`src/rtl/user_mgr_arbiter_if.sv`:
```
// Bundles the per-manager OBI ports and the shared user-domain OBI manager port.
// The slave modport is the arbiter's view; master is the surrounding system's view.
interface user_mgr_arbiter_if #(
   parameter int unsigned NumMgr   = 2,
   parameter int unsigned MaxTrans = 2
);
   logic [NumMgr-1:0]         in_req_i;
   logic [NumMgr-1:0]         in_gnt_o;
   logic [NumMgr-1:0][31:0]   in_addr_i;
   logic [NumMgr-1:0]         in_we_i;
   logic [NumMgr-1:0][3:0]    in_be_i;
   logic [NumMgr-1:0][31:0]   in_wdata_i;
   logic [NumMgr-1:0]         in_rvalid_o;
   logic [31:0]               in_rdata_o;
   logic                      in_err_o;

   logic                      out_req_o;
   logic [31:0]               out_addr_o;
   logic                      out_we_o;
   logic [3:0]                out_be_o;
   logic [31:0]               out_wdata_o;
   logic                      out_gnt_i;
   logic                      out_rvalid_i;
   logic [31:0]               out_rdata_i;
   logic                      out_err_i;

   modport slave (
      input  in_req_i, in_addr_i, in_we_i, in_be_i, in_wdata_i,
      input  out_gnt_i, out_rvalid_i, out_rdata_i, out_err_i,
      output in_gnt_o, in_rvalid_o, in_rdata_o, in_err_o,
      output out_req_o, out_addr_o, out_we_o, out_be_o, out_wdata_o
   );

   modport master (
      output in_req_i, in_addr_i, in_we_i, in_be_i, in_wdata_i,
      output out_gnt_i, out_rvalid_i, out_rdata_i, out_err_i,
      input  in_gnt_o, in_rvalid_o, in_rdata_o, in_err_o,
      input  out_req_o, out_addr_o, out_we_o, out_be_o, out_wdata_o
   );
endinterface

```
`src/rtl/user_mgr_arbiter.sv`:
```
// Round-robin arbiter sharing one OBI manager port between NumMgr user managers,
// with an in-order ID FIFO that routes each response back to its issuer.
module user_mgr_arbiter #(
   parameter int unsigned NumMgr   = 2,
   parameter int unsigned MaxTrans = 2
) (
   input  logic                    clk_i,
   input  logic                    rst_i,
   user_mgr_arbiter_if.slave       bus,
   output logic                    unexp_rsp_o
);

   localparam int unsigned IdW  = (NumMgr > 1)   ? $clog2(NumMgr)   : 1;
   localparam int unsigned PtrW = (MaxTrans > 1) ? $clog2(MaxTrans) : 1;
   localparam int unsigned CntW = $clog2(MaxTrans + 1);

   typedef logic [IdW-1:0]  id_t;
   typedef logic [PtrW-1:0] ptr_t;

   id_t              r_rr;
   logic             r_lock;
   id_t              r_lock_idx;
   id_t              r_fifo [MaxTrans];
   ptr_t             r_wptr;
   ptr_t             r_rptr;
   logic [CntW-1:0]  r_cnt;

   logic              w_full;
   logic [NumMgr-1:0] w_elig;
   logic              w_any;
   logic              w_found;
   id_t               w_cand;
   id_t               w_sel;
   logic              w_hs;
   logic              w_pop;
   logic [NumMgr-1:0] w_gnt;
   logic [NumMgr-1:0] w_rvalid;

   function automatic id_t rr_idx(input id_t base, input int unsigned k);
      int unsigned s;
      s = 32'(base) + k;
      return id_t'(s % NumMgr);
   endfunction

   function automatic ptr_t ptr_inc(input ptr_t p);
      return (p == ptr_t'(MaxTrans - 1)) ? '0 : p + ptr_t'(1);
   endfunction

   // Fullness comes from the registered count only, so a same-cycle pop never re-opens the port.
   assign w_full = (r_cnt == CntW'(MaxTrans));
   assign w_elig = (rst_i || w_full) ? '0 : bus.in_req_i;
   assign w_any  = |w_elig;
   assign w_hs   = w_any & bus.out_gnt_i;
   assign w_pop  = bus.out_rvalid_i & (r_cnt != '0) & ~rst_i;

   always_comb begin
      // NOTE: every always_comb output gets a default first so no path leaves a latch.
      w_sel    = r_rr;
      w_found  = 1'b0;
      w_cand   = '0;
      w_gnt    = '0;
      w_rvalid = '0;
      if (r_lock) begin
         w_sel = r_lock_idx;
      end else begin
         for (int unsigned k = 0; k < NumMgr; k++) begin
            w_cand = rr_idx(r_rr, k);
            if (!w_found && w_elig[w_cand]) begin
               w_sel   = w_cand;
               w_found = 1'b1;
            end
         end
      end
      w_gnt[w_sel]               = w_hs;
      w_rvalid[r_fifo[r_rptr]]   = w_pop;
   end

   assign bus.out_req_o   = w_any;
   assign bus.out_addr_o  = bus.in_addr_i[w_sel];
   assign bus.out_we_o    = bus.in_we_i[w_sel];
   assign bus.out_be_o    = bus.in_be_i[w_sel];
   assign bus.out_wdata_o = bus.in_wdata_i[w_sel];
   assign bus.in_gnt_o    = w_gnt;
   assign bus.in_rvalid_o = w_rvalid;
   assign bus.in_rdata_o  = bus.out_rdata_i;
   assign bus.in_err_o    = bus.out_err_i;
   assign unexp_rsp_o     = bus.out_rvalid_i & (r_cnt == '0) & ~rst_i;

   // NOTE: state registers use non-blocking assignments so every flop samples pre-edge values.
   always_ff @(posedge clk_i) begin
      if (rst_i) begin
         r_rr       <= '0;
         r_lock     <= 1'b0;
         r_lock_idx <= '0;
         r_wptr     <= '0;
         r_rptr     <= '0;
         r_cnt      <= '0;
      end else begin
         if (w_hs) begin
            r_lock <= 1'b0;
            r_rr   <= rr_idx(w_sel, 1);
            r_wptr <= ptr_inc(r_wptr);
         end else if (w_any) begin
            r_lock     <= 1'b1;
            r_lock_idx <= w_sel;
         end
         if (w_pop) r_rptr <= ptr_inc(r_rptr);
         case ({w_hs, w_pop})
            2'b10:   r_cnt <= r_cnt + CntW'(1);
            2'b01:   r_cnt <= r_cnt - CntW'(1);
            default: r_cnt <= r_cnt;
         endcase
      end
   end

   // NOTE: ID storage has no reset; the count and pointers alone decide which entries are live.
   always_ff @(posedge clk_i) begin
      if (w_hs) r_fifo[r_wptr] <= w_sel;
   end

endmodule
```
`src/flat_wrapper.sv`:
```
// flat-port wrapper written by rule: the top's interface ports become plain ports
module user_mgr_arbiter_flat 
#(
   parameter int unsigned NumMgr   = 2,
   parameter int unsigned MaxTrans = 2
)
  (clk_i, rst_i, unexp_rsp_o, bus_in_req_i, bus_in_addr_i, bus_in_we_i, bus_in_be_i, bus_in_wdata_i, bus_out_gnt_i, bus_out_rvalid_i, bus_out_rdata_i, bus_out_err_i, bus_in_gnt_o, bus_in_rvalid_o, bus_in_rdata_o, bus_in_err_o, bus_out_req_o, bus_out_addr_o, bus_out_we_o, bus_out_be_o, bus_out_wdata_o);
  user_mgr_arbiter_if #(.NumMgr(NumMgr), .MaxTrans(MaxTrans)) bus_i ();
  input  logic clk_i;
  input  logic rst_i;
  output logic unexp_rsp_o;
  input wire logic [$bits(bus_i.in_req_i)-1:0] bus_in_req_i;
  input wire logic [$bits(bus_i.in_addr_i)-1:0] bus_in_addr_i;
  input wire logic [$bits(bus_i.in_we_i)-1:0] bus_in_we_i;
  input wire logic [$bits(bus_i.in_be_i)-1:0] bus_in_be_i;
  input wire logic [$bits(bus_i.in_wdata_i)-1:0] bus_in_wdata_i;
  input wire logic [$bits(bus_i.out_gnt_i)-1:0] bus_out_gnt_i;
  input wire logic [$bits(bus_i.out_rvalid_i)-1:0] bus_out_rvalid_i;
  input wire logic [$bits(bus_i.out_rdata_i)-1:0] bus_out_rdata_i;
  input wire logic [$bits(bus_i.out_err_i)-1:0] bus_out_err_i;
  output wire logic [$bits(bus_i.in_gnt_o)-1:0] bus_in_gnt_o;
  output wire logic [$bits(bus_i.in_rvalid_o)-1:0] bus_in_rvalid_o;
  output wire logic [$bits(bus_i.in_rdata_o)-1:0] bus_in_rdata_o;
  output wire logic [$bits(bus_i.in_err_o)-1:0] bus_in_err_o;
  output wire logic [$bits(bus_i.out_req_o)-1:0] bus_out_req_o;
  output wire logic [$bits(bus_i.out_addr_o)-1:0] bus_out_addr_o;
  output wire logic [$bits(bus_i.out_we_o)-1:0] bus_out_we_o;
  output wire logic [$bits(bus_i.out_be_o)-1:0] bus_out_be_o;
  output wire logic [$bits(bus_i.out_wdata_o)-1:0] bus_out_wdata_o;
  assign bus_i.in_req_i = bus_in_req_i;
  assign bus_i.in_addr_i = bus_in_addr_i;
  assign bus_i.in_we_i = bus_in_we_i;
  assign bus_i.in_be_i = bus_in_be_i;
  assign bus_i.in_wdata_i = bus_in_wdata_i;
  assign bus_i.out_gnt_i = bus_out_gnt_i;
  assign bus_i.out_rvalid_i = bus_out_rvalid_i;
  assign bus_i.out_rdata_i = bus_out_rdata_i;
  assign bus_i.out_err_i = bus_out_err_i;
  assign bus_in_gnt_o = bus_i.in_gnt_o;
  assign bus_in_rvalid_o = bus_i.in_rvalid_o;
  assign bus_in_rdata_o = bus_i.in_rdata_o;
  assign bus_in_err_o = bus_i.in_err_o;
  assign bus_out_req_o = bus_i.out_req_o;
  assign bus_out_addr_o = bus_i.out_addr_o;
  assign bus_out_we_o = bus_i.out_we_o;
  assign bus_out_be_o = bus_i.out_be_o;
  assign bus_out_wdata_o = bus_i.out_wdata_o;
  user_mgr_arbiter #(.NumMgr(NumMgr), .MaxTrans(MaxTrans)) u_core (.clk_i(clk_i), .rst_i(rst_i), .bus(bus_i), .unexp_rsp_o(unexp_rsp_o));
endmodule
```
`config.mk`:
```
export PLATFORM = sky130hd
export DESIGN_NAME = user_mgr_arbiter_flat
export DESIGN_NICKNAME = d
export VERILOG_FILES = /design/src/rtl/user_mgr_arbiter_if.sv /design/src/rtl/user_mgr_arbiter.sv /design/src/flat_wrapper.sv
export SDC_FILE = /design/constraint.sdc
export NUM_CORES = 1
export LEC_CHECK = 0
export BUFFER_PORTS_ARGS = -buffer_cell sky130_fd_sc_hd__clkbuf_2
export CORE_AREA = 5 5 106 108
export CTS_CLUSTER_DIAMETER = 30
export DETAILED_ROUTE_END_ITERATION = 8
export DIE_AREA = 0 0 111 113
export PLACE_DENSITY_LB_ADDON = 0.25
export SYNTH_ARGS = -nofsm -noshare
export SYNTH_HDL_FRONTEND = slang
export SYNTH_SLANG_ARGS = --single-unit
```
`constraint.sdc`:
```
create_clock -name clk_i -period 2.5 [get_ports clk_i]
set_input_delay 0 -clock clk_i [delete_from_list [all_inputs] [get_ports clk_i]]
set_output_delay 0 -clock clk_i [all_outputs]
set_load 0.05 [all_outputs]
```
# Word-level counts from Yosys, hierarchy flattened
# Memories as Yosys holds them, arrays and structs flattened. A register that Yosys moved wholly into a read port is not among the register bits.
# Index checks and enable logic that the tools add are counted.
classes:
  add_sub_neg: 6
  order_cmp: 6
  n_eq_ne: 3
  muxes: 28
  bitwise: 9
  reduce_logical: 11
op_table:
  columns: ["op", "n"]
  rows:
  - ["$mux W32", 4]
  - ["$mux W1", 18]
  - ["$lt A1 B2 Y1 const B", 4]
  - ["$mux W4", 2]
  - ["$and A1 B1 Y1", 5]
  - ["$add A1 B1 Y1 const B", 4]
  - ["$and A2 B2 Y2", 2]
  - ["$eq A2 B2 Y1 const B", 2]
  - ["$pmux W2 S2", 1]
  - ["$reduce_bool A2 Y1", 2]
  - ["$reduce_or A2 Y1", 2]
  - ["$logic_and A1 B1 Y1", 3]
  - ["$add A2 B1 Y2 const B", 1]
  - ["$demux W1 S1", 2]
  - ["$eq A2 B1 Y1 const B", 1]
  - ["$ge A1 B1 Y1 const B", 2]
  - ["$logic_not A2 Y1", 1]
  - ["$mux W2", 1]
  - ["$not A1 Y1", 2]
  - ["$reduce_and A2 Y1", 1]
  - ["$sub A2 B1 Y2 const B", 1]
  - ["$logic_not A1 Y1", 1]
  - ["$logic_or A1 B1 Y1", 1]
totals:
  reg_bits: 7
  ramBits: 2
  input_bits: 177
  output_inout_bits: 108
  elab_cells: 70
  mem_count: 1
memory_table:
  columns: ["name", "words", "word_bits", "read_ports", "rd_ports_with_merged_regs", "wr", "line_no", "source"]
  rows:
  - ["u_core.r_fifo", 2, 1, 1, 1, 1, "user_mgr_arbiter.sv:23", "id_t r_fifo [MaxTrans];"]

# Logic depth before layout (Yosys ltp)
logic_depth:
  ltp_word: 16
  mapped_depth: 8
  depth_no_buf: 7

# Worst setup path before layout
# Ideal clock, no wire load.
synth_path:
  path_kind: "flip-flop to output port"
  from: "register u_core.r_cnt[0]"
  to: "output bus_in_gnt_o[0]"
  arrival_time_ns: 1.889
  required_ns: 2.500
  setup_slack_ns: 0.611
  stages_incl_launch_ff: 7
  path_buffers: 2
  path_cell_list: "dfxtp_1 nand2b_1 a31oi_1 o311a_1 buf_6 buf_6 nor2_1"
synth_between:
  elab_chain_len: 16
  elab_cells_between_ends: 21
  cone_classes: "2 x order compare; 1 x eq/ne; 11 x mux; 2 x bitwise; 5 x reduce/logical"
synth_lines:
  columns: ["element", "line_no", "source"]
  rows:
  - ["start, declared", "user_mgr_arbiter.sv:26", "logic [CntW-1:0] r_cnt;"]
  - ["start signal, assigned", "user_mgr_arbiter.sv:109", "2'b10: r_cnt <= r_cnt + CntW'(1);"]
  - ["start signal, assigned", "user_mgr_arbiter.sv:110", "2'b01: r_cnt <= r_cnt - CntW'(1);"]
  - ["start signal, assigned", "user_mgr_arbiter.sv:111", "default: r_cnt <= r_cnt;"]
  - ["$eq A2 B2 Y1 (*)", "user_mgr_arbiter.sv:50", "assign w_full = (r_cnt == CntW'(MaxTrans));"]
  - ["$logic_or A1 B1 Y1 (*)", "user_mgr_arbiter.sv:51", "assign w_elig = (rst_i || w_full) ? '0 : bus.in_req_i;"]
  - ["$mux W2 (*)", "user_mgr_arbiter.sv:51", null]
  - ["$mux W1 (implied by the code) (2 in a row)", "user_mgr_arbiter.sv:68", "if (!w_found && w_elig[w_cand]) begin"]
  - ["$mux W1", "user_mgr_arbiter.sv:68", null]
  - ["$mux W1", "user_mgr_arbiter.sv:63", "if (r_lock) begin"]
  - ["$logic_not A1 Y1", "user_mgr_arbiter.sv:68", null]
  - ["$logic_and A1 B1 Y1 (*)", "user_mgr_arbiter.sv:68", null]
  - ["$mux W1 (*)", "user_mgr_arbiter.sv:68", null]
  - ["$mux W1 (*)", "user_mgr_arbiter.sv:63", null]
  - ["via u_core.w_sel", "user_mgr_arbiter.sv:33", "id_t w_sel;"]
  - ["$lt A1 B2 Y1 (implied by the code) / $ge A1 B1 Y1 (equally long branches)", "user_mgr_arbiter.sv:74", "w_gnt[w_sel] = w_hs;"]
  - ["$logic_and A1 B1 Y1 (implied by the code)", "user_mgr_arbiter.sv:74", null]
  - ["$mux W1 (implied by the code)", "user_mgr_arbiter.sv:74", null]
  - ["$demux W1 S1 (*)", null, null]
  - ["$and A2 B2 Y2 (no line) (*)", null, null]
  - ["end, declared", "flat_wrapper.sv:21", "output wire logic [$bits(bus_i.in_gnt_o)-1:0] bus_in_gnt_o;"]
# Mark *: on every way through the listed nets, which the timed path passes. The rest lies on a longest branch. The select of a mux whose other input is x is not followed.

# Worst setup path in the final report
layout_path:
  from: "register u_core.r_cnt[0]"
  to: "output bus_out_be_o[0]"
layout_between:
  elab_chain_len: 13
  elab_cells_between_ends: 15
  cone_classes: "1 x eq/ne; 11 x mux; 3 x reduce/logical"
layout_lines:
  columns: ["element", "line_no", "source"]
  rows:
  - ["$eq A2 B2 Y1 (*)", "user_mgr_arbiter.sv:50", null]
  - ["$logic_or A1 B1 Y1 (*)", "user_mgr_arbiter.sv:51", null]
  - ["$mux W2 (*)", "user_mgr_arbiter.sv:51", null]
  - ["$mux W1 (implied by the code) (2 in a row)", "user_mgr_arbiter.sv:68", null]
  - ["$mux W1", "user_mgr_arbiter.sv:68", null]
  - ["$mux W1", "user_mgr_arbiter.sv:63", null]
  - ["$logic_not A1 Y1", "user_mgr_arbiter.sv:68", null]
  - ["$logic_and A1 B1 Y1 (*)", "user_mgr_arbiter.sv:68", null]
  - ["$mux W1 (*)", "user_mgr_arbiter.sv:68", null]
  - ["$mux W1 (*)", "user_mgr_arbiter.sv:63", null]
  - ["$mux W4 (implied by the code) (*) (2 in a row)", "user_mgr_arbiter.sv:81", "assign bus.out_be_o = bus.in_be_i[w_sel];"]
  - ["end, declared", "flat_wrapper.sv:28", "output wire logic [$bits(bus_i.out_be_o)-1:0] bus_out_be_o;"]
# Mark *: on every way between the ends. The rest lies on a longest branch, timed or not. The select of a mux whose other input is x is not followed.

==> impl_results.md <==
* Synth top area cells: mux2_4 (46%), buf_4 (14%), dfxtp_1 (8.9%)
* Largest net degree at the start of global routing at 33
* WS Path Type: flip-flop to output port
* Crit end category: output port
* Comb pwr share at 78.0%
* CTS Hold Bufs at 0
* CTS tree: yes
* Final Hold Violating Endpoints at 0
* Postcts setup bufs at 0
* Switching share of power at 54.4%
* Core ar. at 10100 um2
* Vias/cell at 3.92
* Starting Density at 17.7%
* Post-synth top area cell: mux2_4
* Number of cell rows at 37
* FILL cells at 1087
* Pwr/cell area at 585 nW/um2
* Share of total power in the clock network at 10.5%
* Crit Path Max Fanout at 32
* CTS max path bufs at 2
* Total congestion overflow at 0
* Post-route minimum period at 2.27 ns
* Layout Skew at 0.000399 ns
* Skew-Pair Late Insertion Delay at 0.23 ns
* CTS Root Cell: clkbuf_8
* RSZ-0062 raised after global routing: no
* Gate Count Post-Synth at 164
* Number of flops mapped to enable cells by yosys at 2
* ANT cells at 0
* Initial DRC count at 34
* Sequential element share of the synthesized area at 12.3%
* #FFs+latches synth at 10
* Fin crit share at 91.0%
* DIE AREA at 12500 um2
* Ys flop type: dfxtp_1
* Mapped Nets at 342
* DRC at 0
* Port buffer count at 218
* Worst-Margin Slew at 0.379 ns
* Most frequent cell after synthesis: mux2_4
* Setup TNS at 0 ns
* Post-Syn Area at 1800 um2
* Max frequency at 0.440 GHz
* Post-DR wirelength/cell at 13.8 um
* Final setup fails at 0
* Seq pwr share at 11.6%
* Initial antenna violation count at 0
* RD Place Congestion at 0.841
* Total power at 1.65 mW
* Drt pass-1 iters at 4
* Top-area cell type share of the netlist area at 46.0%
* GRT Resource Usage Total at 9.27%
* Share of layout cells above drive strength 1 at 85.2%
* Die W at 111 um
* Die height at 113 um
* Critical path arrival at 2.27 ns
* H-tree depth at 1
* Detailed Place HPWL at 5940 um
* Placed cell area at 2770 um2
* Yosys Warn Count at 0
* DRT antenna net count at 0
* Synth cell types at 31
* First-pass GRT wire length at 9690 um
* Sw Pwr at 0.895 mW
* Int Power at 0.750 mW
* Via Count at 1885
* Critical Path RT at 2.50 ns
* Slew HR at 74.6%
* Post-route cell area at 2810 um2
* Asr flop ratio synth at 0%
* Area delta synth->final at 56.6%
* Mapped Avg Cell Area at 11.0 um2
* Vias in the first global route at 1943
* CTS Sinks at 10
* Status: completed
* Count of final max-slew check failures at 0
* Final #Nets at 524
* CTS Buf Count at 3
* Total detailed-routing wirelength at 6620 um
* Synth cell count leaders: mux2_4 (55), buf_4 (33), mux2_2 (14), nor2_1 (9), dfxtp_1 (8)
* Min-Delay Path Class: input pin to output port
* Leak at 1.64 nW
* I/O pin total at 285
* Max Cap Viol at 0
* Post-CTS sizing at 0
* Worst VDD drop at 0.200 mV
* CP startpoint kind: flip-flop
* Clock Pin Slew Worst Setup and Hold Paths at 0.05 ns
[metrics by stage]
step           instances  setup slack [ns]  hold slack (ns)  util, %
6_report             481             0.225        0.0000193     27.8
4_1_cts              481             0.215         0.000341     27.8
3_3_place_gp         477             0.525         0.000341     27.3
2_1_floorplan        164             0.611            0.167        -
5_1_grt              481             0.102        0.0000795     27.8
3_5_place_dp         477             0.476         0.000341     27.3
[power groups by stage]
stage	logic (mW)	registers [mW]	clock network, mW
floorplan	1.17	0.191	0
global placement	1.29	0.193	0
detailed placement	1.29	0.193	0
CTS	1.30	0.190	0.178
global route	1.34	0.192	0.185
finish	1.28	0.190	0.172
[flip-flops by register name, summed over array words and instances (netlist names), named ones only]
| signal | cells |
|---|---|
| u_core.r_cnt | 2 |
| u_core.r_fifo | 2 |
| u_core.r_lock | 1 |
| u_core.r_lock_idx | 1 |
| u_core.r_rptr | 1 |
| u_core.r_rr | 1 |
| u_core.r_wptr | 1 |
[worst paths after layout]
path	startpoint	to	slack, ns	cells past startpoint
min	bus_out_rdata_i[20]	bus_in_rdata_o[20]	0.00002	0
max reg2reg	u_core.r_cnt[0]	u_core.r_cnt[1]	0.52	5
max	u_core.r_cnt[0]	bus_out_be_o[0]	0.23	6
min reg2reg	u_core.r_rr	u_core.r_rr	0.50	2
[worst max-delay path, cell delays in order (launching register included)]
cell and delay, ns:
dfxtp_1 0.35, nand2b_1 0.20, a31oi_1 0.23, o311a_4 0.35, buf_12 0.27, mux2_2 0.37, clkbuf_2 0.24
[layout make-up]
cell class	instances	area, um2	area share, %
clock buffer	3	41.3	1.47
tap	136	170	6.05
multi-input combinational	107	1230	43.8
clock inverter	1	3.75	0.133
inverter	4	15.0	0.534
timing repair buffer	220	1130	40.2
sequential	10	220	7.83
[metal layers]
| layer | track usage, % | part of all wire [%] | up-vias |
|---|---|---|---|
| met5 | 0 | 0 | - |
| met4 | 1.81 | 0.74 | 0 |
| met3 | 4.17 | 12 | 8 |
| met2 | 17.3 | 51 | 154 |
| met1 | 9.66 | 36 | 820 |
| li1 | - | - | 903 |
[layout by cell type (no fill, tap or decap)]
cell      Yosys  final
nand2_1       1      1
nand4_1       1      1
nor2b_1       2      2
or2_2         1      1
nand2b_1      3      3
clkbuf_2      0    218
o21bai_1      1      1
a31oi_1       1      1
nor2_1        9      9
mux2_2       14     14
nand3_1       1      1
inv_1         4      4
a21o_1        1      1
a211o_1       1      1
clkinv_1      0      1
o21ai_0       3      3
a21oi_1       1      1
and3_1        2      2
dfxtp_1       8      8
edfxtp_1      2      2
o311a_4       0      1
nor3_1        1      1
mux2i_1       1      1
clkbuf_8      0      3
xor2_1        3      3
xnor2_1       1      1
o211a_1       1      1
or3_1         1      1
buf_12        0      2
ha_1          1      1
mux2_4       55     55
[logic make-up (layout without fill, tap and decap cells)]
kind of cell | count (synthesis) | after routing | share of synthesized area, %
AO/OA/AOI/OAI | 10 | 10 | 3.90
XOR/XNOR | 4 | 4 | 1.95
adder cells (fa/ha/maj) | 1 | 1 | 0.696
buffers and inverters | 47 | 228 | 19.8
flip-flops | 10 | 10 | 12.3
multiplexers | 70 | 70 | 55.3
AND/OR/NAND/NOR | 22 | 22 | 6.13
Power figures use the tool's default switching activity.
